**src/rtl/sao_stat_scan_ctrl.sv**
```systemverilog
// SAO statistics scan sequencer: walks CTUs in raster order, cIdx 0..2 per CTU,
// and 2x2 blocks per component, clipping the block grid at the picture edges.
module sao_stat_scan_ctrl #(
    parameter int pic_width_len  = 13,
    parameter int pic_height_len = 13,
    parameter int ctu_x_len      = 9,
    parameter int ctu_y_len      = 9,
    parameter int blk_X_len      = 6,
    parameter int blk_Y_len      = 6
) (
    input  logic                      clk,
    input  logic                      arst_n,
    input  logic                      start,
    input  logic [pic_width_len-1:0]  pic_width,
    input  logic [pic_height_len-1:0] pic_height,
    input  logic [2:0]                ctu_size,
    output logic                      out_valid,
    input  logic                      out_ready,
    output logic [ctu_x_len-1:0]      ctu_x,
    output logic [ctu_y_len-1:0]      ctu_y,
    output logic [blk_X_len-1:0]      X,
    output logic [blk_Y_len-1:0]      Y,
    output logic [1:0]                cIdx,
    output logic [2:0]                ctu_size_o,
    output logic                      blk_last,
    output logic                      ctu_done,
    output logic                      pic_done,
    output logic                      busy,
    output logic                      cfg_err,
    output logic [1:0]                state_dbg
);
    // Handshake: a block position transfers on a rising clk edge where out_valid
    // and out_ready are both high; position outputs hold while out_valid & !out_ready.

    localparam int WW = pic_width_len + 1;
    localparam int HW = pic_height_len + 1;

    typedef enum logic [1:0] {IDLE, LOAD, SCAN, CDONE} state_t;
    state_t state;

    logic [pic_width_len-1:0]  pic_w_r;
    logic [pic_height_len-1:0] pic_h_r;
    logic [blk_X_len-1:0]      nx_m1;
    logic [blk_Y_len-1:0]      ny_m1;

    logic [WW-1:0] span_w, org_x, rem_w, cw, nx, ncol;
    logic [HW-1:0] span_h, org_y, rem_h, ch, ny, nrow;
    logic          last_col, last_row, last_x, last_y, size_ok;

    always_comb begin
        span_w   = WW'(1) << ctu_size_o;
        span_h   = HW'(1) << ctu_size_o;
        org_x    = WW'(ctu_x) << ctu_size_o;
        org_y    = HW'(ctu_y) << ctu_size_o;
        // One extra bit keeps the edge remainder from wrapping.
        rem_w    = {1'b0, pic_w_r} - org_x;
        rem_h    = {1'b0, pic_h_r} - org_y;
        cw       = (rem_w < span_w) ? rem_w : span_w;
        ch       = (rem_h < span_h) ? rem_h : span_h;
        nx       = (cIdx == 2'd0) ? (cw >> 1) : (cw >> 2);
        ny       = (cIdx == 2'd0) ? (ch >> 1) : (ch >> 2);
        ncol     = ({1'b0, pic_w_r} + span_w - WW'(1)) >> ctu_size_o;
        nrow     = ({1'b0, pic_h_r} + span_h - HW'(1)) >> ctu_size_o;
        last_col = (WW'(ctu_x) == ncol - WW'(1));
        last_row = (HW'(ctu_y) == nrow - HW'(1));
        last_x   = (X == nx_m1);
        last_y   = (Y == ny_m1);
        size_ok  = (ctu_size >= 3'd4) && (ctu_size <= 3'd6);
    end

    assign blk_last  = (state == SCAN) && last_x && last_y;
    assign state_dbg = state;

    always_ff @(posedge clk or negedge arst_n) begin
        if (!arst_n) begin
            state      <= IDLE;
            pic_w_r    <= '0;
            pic_h_r    <= '0;
            ctu_size_o <= '0;
            nx_m1      <= '0;
            ny_m1      <= '0;
            ctu_x      <= '0;
            ctu_y      <= '0;
            X          <= '0;
            Y          <= '0;
            cIdx       <= '0;
            out_valid  <= 1'b0;
            ctu_done   <= 1'b0;
            pic_done   <= 1'b0;
            busy       <= 1'b0;
            cfg_err    <= 1'b0;
        end else begin
            cfg_err  <= 1'b0;
            ctu_done <= 1'b0;
            pic_done <= 1'b0;
            case (state)
                IDLE: begin
                    if (start) begin
                        if (size_ok) begin
                            pic_w_r    <= pic_width;
                            pic_h_r    <= pic_height;
                            ctu_size_o <= ctu_size;
                            busy       <= 1'b1;
                            state      <= LOAD;
                        end else begin
                            cfg_err <= 1'b1;
                        end
                    end
                end
                LOAD: begin
                    nx_m1     <= blk_X_len'(nx - WW'(1));
                    ny_m1     <= blk_Y_len'(ny - HW'(1));
                    X         <= '0;
                    Y         <= '0;
                    out_valid <= 1'b1;
                    state     <= SCAN;
                end
                SCAN: begin
                    if (out_ready) begin
                        if (!last_x) begin
                            X <= X + blk_X_len'(1);
                        end else begin
                            X <= '0;
                            if (!last_y) begin
                                Y <= Y + blk_Y_len'(1);
                            end else begin
                                Y         <= '0;
                                out_valid <= 1'b0;
                                if (cIdx != 2'd2) begin
                                    cIdx  <= cIdx + 2'd1;
                                    state <= LOAD;
                                end else begin
                                    ctu_done <= 1'b1;
                                    pic_done <= last_col && last_row;
                                    state    <= CDONE;
                                end
                            end
                        end
                    end
                end
                CDONE: begin
                    cIdx <= '0;
                    if (last_col && last_row) begin
                        busy  <= 1'b0;
                        ctu_x <= '0;
                        ctu_y <= '0;
                        state <= IDLE;
                    end else begin
                        if (last_col) begin
                            ctu_x <= '0;
                            ctu_y <= ctu_y + ctu_y_len'(1);
                        end else begin
                            ctu_x <= ctu_x + ctu_x_len'(1);
                        end
                        state <= LOAD;
                    end
                end
                default: state <= IDLE;
            endcase
        end
    end

endmodule

```
**config.mk**
```make
export PLATFORM = sky130hd
export DESIGN_NAME = sao_stat_scan_ctrl
export DESIGN_NICKNAME = d
export VERILOG_FILES = /design/src/rtl/sao_stat_scan_ctrl.sv
export SDC_FILE = /design/constraint.sdc
export NUM_CORES = 1
export LEC_CHECK = 0
export CAP_MARGIN = 10
export CORE_ASPECT_RATIO = 0.5
export CORE_UTILIZATION = 40
export CTS_BUF_LIST = sky130_fd_sc_hd__clkbuf_8
export DETAILED_ROUTE_END_ITERATION = 12
export PLACE_DENSITY_LB_ADDON = 0.05
export SLEW_MARGIN = 30
export SYNTH_ARGS = -nofsm -noshare
export SYNTH_HDL_FRONTEND = slang
export SYNTH_SLANG_ARGS = --single-unit
export TNS_END_PERCENT = 50
```
**constraint.sdc**
```tcl
create_clock -name clk -period 9.25 [get_ports clk]
set_clock_uncertainty 0.1 [all_clocks]
set_input_delay 1.85 -clock clk [delete_from_list [all_inputs] [get_ports clk]]
set_output_delay 1.85 -clock clk [all_outputs]
set_load 0.03 [all_outputs]
```
# Word-level counts from Yosys, hierarchy flattened
# Index checks and enable logic that the tools add are counted.
# totals
input_bits	33
word_cells	122
reg_bits	80
output_inout_bits	43
# classes
addsub	15
muxes	49
n_reduce_logical	18
shifts	5
n_eq_ne	15
magnitude_cmp	4
# ops
cell	count
$sub 14x1->14 const B	4
$mux 6	7
$mux 9	4
$add 13x14->14	2
$eq 9x14->1	2
$lt 14x14->1	2
$shl 9x3->14	2
$shr 14x3->14	2
$sub 13x14->14	2
$pmux 6 s2	2
$mux 1	20
$mux 2	10
$add 9x1->9 const B	2
$mux 8	2
$ne 2x2->1 const B	7
$shl 1x3->14 const A	1
$add 6x1->6 const B	2
$eq 6x6->1	2
$sub 6x1->6 const B	2
$reduce_and 5->1	2
$pmux 2 s4	1
$reduce_and 4->1	2
$reduce_bool 2->1	4
$reduce_and 3->1	2
11 further kinds	18

# Longest topological paths before layout
# Gate-level depths: netlist of run 1.
# depth
depth_word	12
depth_mapped	28
depth_no_buf	24

# Least setup slack after synthesis of run 1
# No wires, ideal clock.
# synth_timing
kind	reg-to-reg
start	register ctu_size_o[1]
end	register ctu_y[7]
setup_ns	0.120
t_arrival_ns	6.450
path_buffers	6
stages_incl_launch_ff	27
required_ns	9.030
slack_ns	2.580
path_cell_list	dfrtp_1 > buf_2 > clkbuf_1 > buf_1 > buf_1 > clkbuf_1 > nor3_1 > inv_1 > ha_1 > inv_1 > ha_1 > inv_1 > fa_1 > and2b_1 > o2111ai_1 > a21o_1 > a311oi_4 > o2bb2ai_1 > a211o_1 > nand4b_4 > or4_4 > or4b_1 > o31ai_1 > and4b_1 > buf_6 > o22ai_1 > a41o_1
# synth_between
elab_chain_cells	9
elab_cells_between_ends	15
classes_between	6 x add/sub; 2 x eq/ne; 3 x shift; 1 x mux; 3 x reduce/logical
# synth_rtl
item	line	rtl
start, declared	24	output logic [2:0] ctu_size_o,
start signal, assigned	102	ctu_size_o <= ctu_size;
$shl 1x3->14	51, 52	
$add 13x14->14 (on tied branches)	62, 63	
$sub 14x1->14 (on tied branches)	62, 63	
$shr 14x3->14 (on tied branches)	62, 63	
$sub 14x1->14 (on tied branches)	64, 65	
$eq 9x14->1 (on tied branches)	64, 65	
$logic_and 1x1->1	143	if (last_col && last_row) begin
$reduce_bool 2->1 (no source line)	-	
$reduce_and 2->1 (no source line)	-	
end signal, assigned	151	ctu_y <= ctu_y + ctu_y_len'(1);
end, declared	20	output logic [ctu_y_len-1:0] ctu_y,
# Several ways; a longest one is shown, not always the timed one.
# A chain may end at the register's enable or synchronous reset.

# Final worst setup path of run 1
# layout_timing
start	register ctu_size_o[2]
end	register ctu_y[4]
# Same word-level chain as after synthesis.

==> results of run 1 <==
## final cells by class
type | instances | share of cell area
timing repair buffer | 88 | 0.07050
clock inverter | 6 | 0.009700
sequential | 80 | 0.1672
clock buffer | 9 | 0.01033
inverter | 98 | 0.03066
tap | 352 | 0.03671
multi-input combinational | 1125 | 0.6749
## worst paths after layout
| kind | startpoint | endpoint |
|---|---|---|
| setup / recovery | ctu_size_o[2] | ctu_y[4] |
| hold / removal | ny_m1[2] | ny_m1[2] |
| setup reg to reg | ctu_size_o[2] | ctu_y[4] |
| hold reg to reg | ny_m1[2] | ny_m1[2] |
| max in group asynchronous | arst_n | ctu_size_o[0] |
| min in group asynchronous | arst_n | ctu_y[5] |
## registers in the layout, summed over array words and instances (netlist names), 2 cells and up
name and count:
ctu_x 9, Y 6, state_dbg 2, ctu_y 9
cIdx 2, pic_w_r 13, ny_m1 6, nx_m1 6
pic_h_r 13, X 6, ctu_size_o 3
## cells by family after synthesis
kind of cell	share of synthesized area
and+or+nand+nor	0.2166
AOI/OAI and AO/OA	0.2695
buffers and inverters	0.06282
adders and majority gates	0.1119
muxes	0.09011
DFF	0.1858
xor gates and xnor gates	0.06328
## worst max-delay path, stage by stage, from the launching register on
cell and delay, ns:
dfrtp_2 0.73, inv_1 0.55, nor2_1 0.79, inv_1 0.48
ha_1 0.43, inv_1 0.04, ha_1 0.43, a21o_1 0.25
a31oi_1 0.38, a211oi_1 0.16, or3_1 0.47, a311oi_1 0.59
nor2_1 0.15, mux2_2 0.32, a2111oi_0 0.40, a211oi_1 0.11
nor4_2 0.63, and3_1 0.53, nand2b_1 0.17, o31ai_1 0.24
## per-stage QoR
| step | cell area (sq um) | cells | setup slack, ns |
|---|---|---|---|
| 6_report | 12000 | 1758 | 1.171 |
| 5_1_grt | 12000 | 1758 | 0.8489 |
| 4_1_cts | 12000 | 1758 | 1.522 |
| 3_5_place_dp | 11760 | 1743 | 1.529 |
| 3_3_place_gp | 11760 | 1743 | 1.670 |
| 2_1_floorplan | 10780 | 1379 | 2.580 |
## cells in the mapped netlist (all sizes together) (7+ instances only)
cell     number
nand2       118
nor2        108
inv          97
ha           90
o21ai        82
dfrtp        80
a21oi        72
clkbuf       46
xnor2        46
mux2         44
mux2i        43
a211oi       37
nor3         37
nand3        36
xor2         31
buf          30
a21o         29
and3         24
nor2b        17
o211ai       17
a31oi        16
nand2b       14
o21a         14
o31ai        13
nand4        12
o22ai        12
or3          12
a211o        11
a2111oi      10
and2         10
or2          10
o221ai        9
nor4          8
or4           8
and4          7
nand3b        7
o31a          7
## power breakdown
| group | switching, mW | total (mW) | leakage (nW) | internal [mW] |
|---|---|---|---|---|
| combinational | 0.0646 | 0.126 | 4.04 | 0.0618 |
| clock | 0.144 | 0.324 | 0.120 | 0.180 |
| sequential | 0.0241 | 0.388 | 1.03 | 0.364 |
| total | 0.233 | 0.838 | 5.19 | 0.606 |
## routing by layer
metal	share of wire	track usage	wire length, microns
met5	0	0	0
met4	0.011	0.04830	402
met3	0.083	0.06056	3173
met2	0.40	0.3857	15300
met1	0.51	0.4308	19400
==> impl_metrics.py, run 1 <==
metrics = {
    "sta": {
        "fmax_mhz": 123.8,
        "timing_hold_violations_final": 0,
        "relSlewSlack": 0.3983,
        "slew_violations": 0,
        "fin_crit_ns": 8.079,
        "worstMarginPinSlew_ns": 0.9025,
        "setup_viol": 0,
        "fin_crit_sh": 0.8734,
        "timing.hold.ws_ns": 0.4088,
        "setup_tns_ns": 0,
        "rsz0062_at_grt": "false",
    },
    "hold_path": {
        "holdCritPathClass": "register to register",
        "hold-path-cell-count": 2,
    },
    "layout": {
        "layout_commonest_cell": "nand2_1",
        "fillCellCount": 2643,
        "register_area_sq_um": 2006,
        "layout-drive-gt1-share": 0.07966,
        "fin_nets": 1529,
        "multi_input_area_sq_um": 8097,
        "syn_to_final_growth_pct": 11.33,
        "layout_common_cells": "nand2_1 (118), nor2_1 (108), inv_1 (97)",
        "n_antenna_cell": 0,
        "fin_util": 0.4538,
    },
    "detailed_routing": {
        "drt_wl_total_mm": 38.28,
        "route.detailed.drc": 8,
        "antenna_left": 0,
        "detail_route.vias_per_cell": 6.115,
        "vias": 10750,
        "dr.first_iter.drc_count": 959,
        "first_pass_iters": 10,
        "post_drt_wl_per_cell_microns": 21.77,
    },
    "setup_path": {
        "crit_arrival_ns": 8.28,
        "endpoint_kind": "register",
        "r2r_setup_slack_ns": 1.17,
        "critPathMaxFanout": 27,
        "cp-start-kind": "register",
        "crit_required_ns": 9.45,
        "critPathKind": "register to register",
        "reg2reg_depth": 19,
    },
    "clocking": {
        "clock-root-buffer": "clkbuf_8",
        "clock_latency_ns": 0.39,
        "ctsHtreeMaxLevel": 3,
        "clkTransAtPathRegs_ns": 0.09,
        "cts_sinks": 80,
        "hold_buffers": 0,
        "max-clock-path-buffers": 2,
        "cts_setup_buffers": 0,
        "cts_buffers": 9,
        "post_cts_resized": 0,
        "cts_tree": "done",
    },
    "floorplanning": {
        "die_h_microns": 118.1,
        "die-area_sq_um": 27640,
        "start_util": 0.4076,
        "io_pins": 76,
        "rows": 42,
        "die_width_microns": 234.1,
        "core_area_sq_um": 26430,
    },
    "yosys": {
        "yosysTopAreaCell": "dfrtp_1",
        "synth_edf_count": 0,
        "synthCells": 1379,
        "syn_area_sq_um": 10780,
        "synth_ff_type": "dfrtp_1",
        "synth_fp_nets": 1506,
        "ys_async_sr_fraction": 1.000,
        "synth_warnings": 0,
        "yosys.area.top_type_share": 0.1858,
        "syn_area_per_cell_sq_um": 7.814,
        "ys_ff_latch": 80,
        "yosys-top-cells-area": "dfrtp_1 (19%), ha_1 (10%), mux2_2 (4.6%)",
        "synth-seq-area-share": 0.1858,
        "synth.distinct_cells": 98,
    },
    "place": {
        "dpl.hpwl_mm": 30.11,
        "place.gp.congestion": 0.9323,
        "io_buffers": 75,
    },
    "grt": {
        "grt_max_degree": 51,
        "track_usage": 0.2774,
        "antenna_found_initial": 0,
        "grt_pass1_vias": 10060,
        "grt_pass1_wl_mm": 59.02,
        "grt_overflow_total": 0,
    },
    "run_status": {
        "failed_checks": "DRC",
        "status": "finished with violations",
    },
    "power": {
        "power_density_nw_per_um2": 69.89,
        "power.leakage_nw": 5.193,
        "ir_drop_v": 0.00005144,
        "power_mw": 0.8385,
    },
    "run": {
        "drv_cap": 0,
    },
}
Power figures use the tool's default switching activity.
==> inputs of run 2 (changes only) <==
--- a/constraint.sdc
+++ b/constraint.sdc
@@ -4,2 +4,2 @@
 set_output_delay 1.85 -clock clk [all_outputs]
-set_load 0.03 [all_outputs]
+set_load 0.005 [all_outputs]
==> run 2 against run 1 <==
- the run still ends with DRC left
- largest power group unchanged
- hold slack got worse by 0.0023 ns
- final cell count unchanged
- die area unchanged
- global-route usage up 0.43 points
- largest cell class unchanged
==> impl_metrics.py, run 2 (same netlist as run 1, synthesis figures left out) <==
metrics = {
    "setup_path": {
        "cpMaxStageDelayCell": "nor2_1",
        "crit_arrival_ns": 8.14,
        "cp_cell_sequence": "inv_1, nor2_1, inv_1, ha_1, inv_1, ha_1, a21o_1, a31oi_1, a211oi_1, or3_1, a311oi_1, nor2_1, mux2_2, a2111oi_0, a211oi_1, nor4_2, and3_1, nand2b_1, o31ai_1",
        "cp-start-kind": "register",
        "cpLargestDelayFamily": "simple AND/OR/NAND/NOR gates",
        "critPathKind": "register to register",
        "crit_required_ns": 9.43,
        "critPathMaxStageDelay_ns": 0.76,
        "critPathMaxFanout": 24,
        "timing.critical_path.mode_cell": "inv_1",
        "endpoint_kind": "register",
        "cp.depth": 19,
        "worst-path-buf-inv": 3,
        "reg2reg_depth": 19,
    },
    "detailed_routing": {
        "drt_wl_total_mm": 38.70,
        "dr_wl_met2_mm": 15.27,
        "post_drt_wl_per_cell_microns": 22.01,
        "dr.first_iter.drc_count": 923,
        "vias": 10890,
        "wirelength_met1_mm": 19.86,
        "route.detailed.drc": 8,
        "detail_route.vias_per_cell": 6.192,
        "top_layer": "met4",
        "first_pass_iters": 10,
        "antenna_left": 0,
        "wl_met3_mm": 3.195,
    },
    "grt": {
        "grt_overflow_total": 0,
        "track_usage": 0.2816,
        "antenna_found_initial": 0,
        "grt_pass1_vias": 10080,
        "grt_pass1_wl_mm": 60.22,
        "grt_max_degree": 64,
    },
    "floorplanning": {
        "io_pins": 76,
        "start_util": 0.4076,
        "rows": 42,
        "core_area_sq_um": 26430,
        "die_h_microns": 118.1,
        "die_width_microns": 234.1,
        "die-area_sq_um": 27640,
    },
    "clocking": {
        "clock_latency_ns": 0.38,
        "hold_buffers": 0,
        "max-clock-path-buffers": 2,
        "cts_tree": "done",
        "ctsHtreeMaxLevel": 3,
        "post_cts_resized": 0,
        "clkTransAtPathRegs_ns": 0.08,
        "clock-root-buffer": "clkbuf_8",
        "cts_sinks": 80,
        "cts_buffers": 9,
        "cts_setup_buffers": 0,
    },
    "place": {
        "place.gp.congestion": 0.8804,
        "dp_slack_ns": 1.508,
        "dpl.hpwl_mm": 30.44,
        "io_buffers": 75,
    },
    "sta": {
        "slew_violations": 0,
        "timing_hold_violations_final": 0,
        "worstMarginPinSlew_ns": 0.9434,
        "fin_crit_ns": 7.963,
        "fin_ws_ns": 1.287,
        "fin_crit_sh": 0.8608,
        "rsz0062_at_grt": "false",
        "relSlewSlack": 0.3704,
        "setup_viol": 0,
        "timing.hold.ws_ns": 0.4065,
        "setup_tns_ns": 0,
        "fmax_mhz": 125.6,
    },
    "run_status": {
        "status": "finished with violations",
        "failed_checks": "DRC",
    },
    "hold_path": {
        "holdCritPathClass": "register to register",
        "hold-path-cell-count": 2,
    },
    "power": {
        "power.leakage_nw": 5.156,
        "ir_drop_v": 0.00005980,
        "power_density_nw_per_um2": 60.78,
    },
    "layout": {
        "layout-drive-gt1-share": 0.07895,
        "fin_nets": 1529,
        "syn_to_final_growth_pct": 10.60,
        "layout_commonest_cell": "nand2_1",
        "top_regs": "pic_h_r (13), pic_w_r (13)",
        "n_antenna_cell": 0,
        "layout_common_cells": "nand2_1 (118), nor2_1 (108), inv_1 (98)",
        "fillCellCount": 2624,
    },
    "run": {
        "drv_cap": 0,
    },
}
-- run 2: cell count changes in the layout (fill, tap and decap cells not counted) --
cell and delta:
clkinv_4 -2, clkinv_2 +2, clkinvlp_4 +2, bufinv_16 -3, inv_1 +1
-- run 2: worst min-delay path, stage by stage, from the launching register on --
cell	delay (ns)
dfrtp_1	0.36
nand2_1	0.05
o21ai_0	0.06
-- run 2: per-layer routing --
layer,vias to the layer above,track usage
met2,432,0.3824
met3,29,0.06080
met5,-,0
met4,0,0.04180
met1,5275,0.4483
li1,5149,-
-- run 2: report_power, final --
part | internal [mW] | switching (mW)
sequential | 0.364 | 0.0248
combinational | 0.0613 | 0.0362
clock | 0.0950 | 0.143
total | 0.520 | 0.204
-- run 2: area by class of cell --
class / instances / area (sq um) / area share
repair buffers: 88 / 845.8 / 0.07097
clock buffers: 9 / 123.9 / 0.01039
multi-input cells: 1125 / 8097 / 0.6794
inverters: 98 / 367.9 / 0.03087
well taps: 352 / 440.4 / 0.03696
flip-flops and latches: 80 / 2006 / 0.1683
clock inverters: 6 / 37.54 / 0.003150
-- run 2: worst paths after layout --
path | start | end | slack (ns)
setup / recovery | ctu_size_o[2] | ctu_y[4] | 1.29
hold / removal | ny_m1[2] | ny_m1[2] | 0.41
setup reg to reg | ctu_size_o[2] | ctu_y[4] | 1.29
hold reg to reg | ny_m1[2] | ny_m1[2] | 0.41
max in group asynchronous | arst_n | ctu_size_o[0] | 6.65
min in group asynchronous | arst_n | out_valid | 1.22
-- run 2: per-stage QoR --
step	total power [mW]	instances	utilization	instance area [sq um]
6_report	0.7244	1758	0.4509	11920
3_5_place_dp	0.4950	1743	0.4448	11760
5_1_grt	0.7653	1758	0.4509	11920
4_1_cts	0.7334	1758	0.4509	11920
2_1_floorplan	0.4319	1379	-	10780
3_3_place_gp	0.4926	1743	0.4448	11760
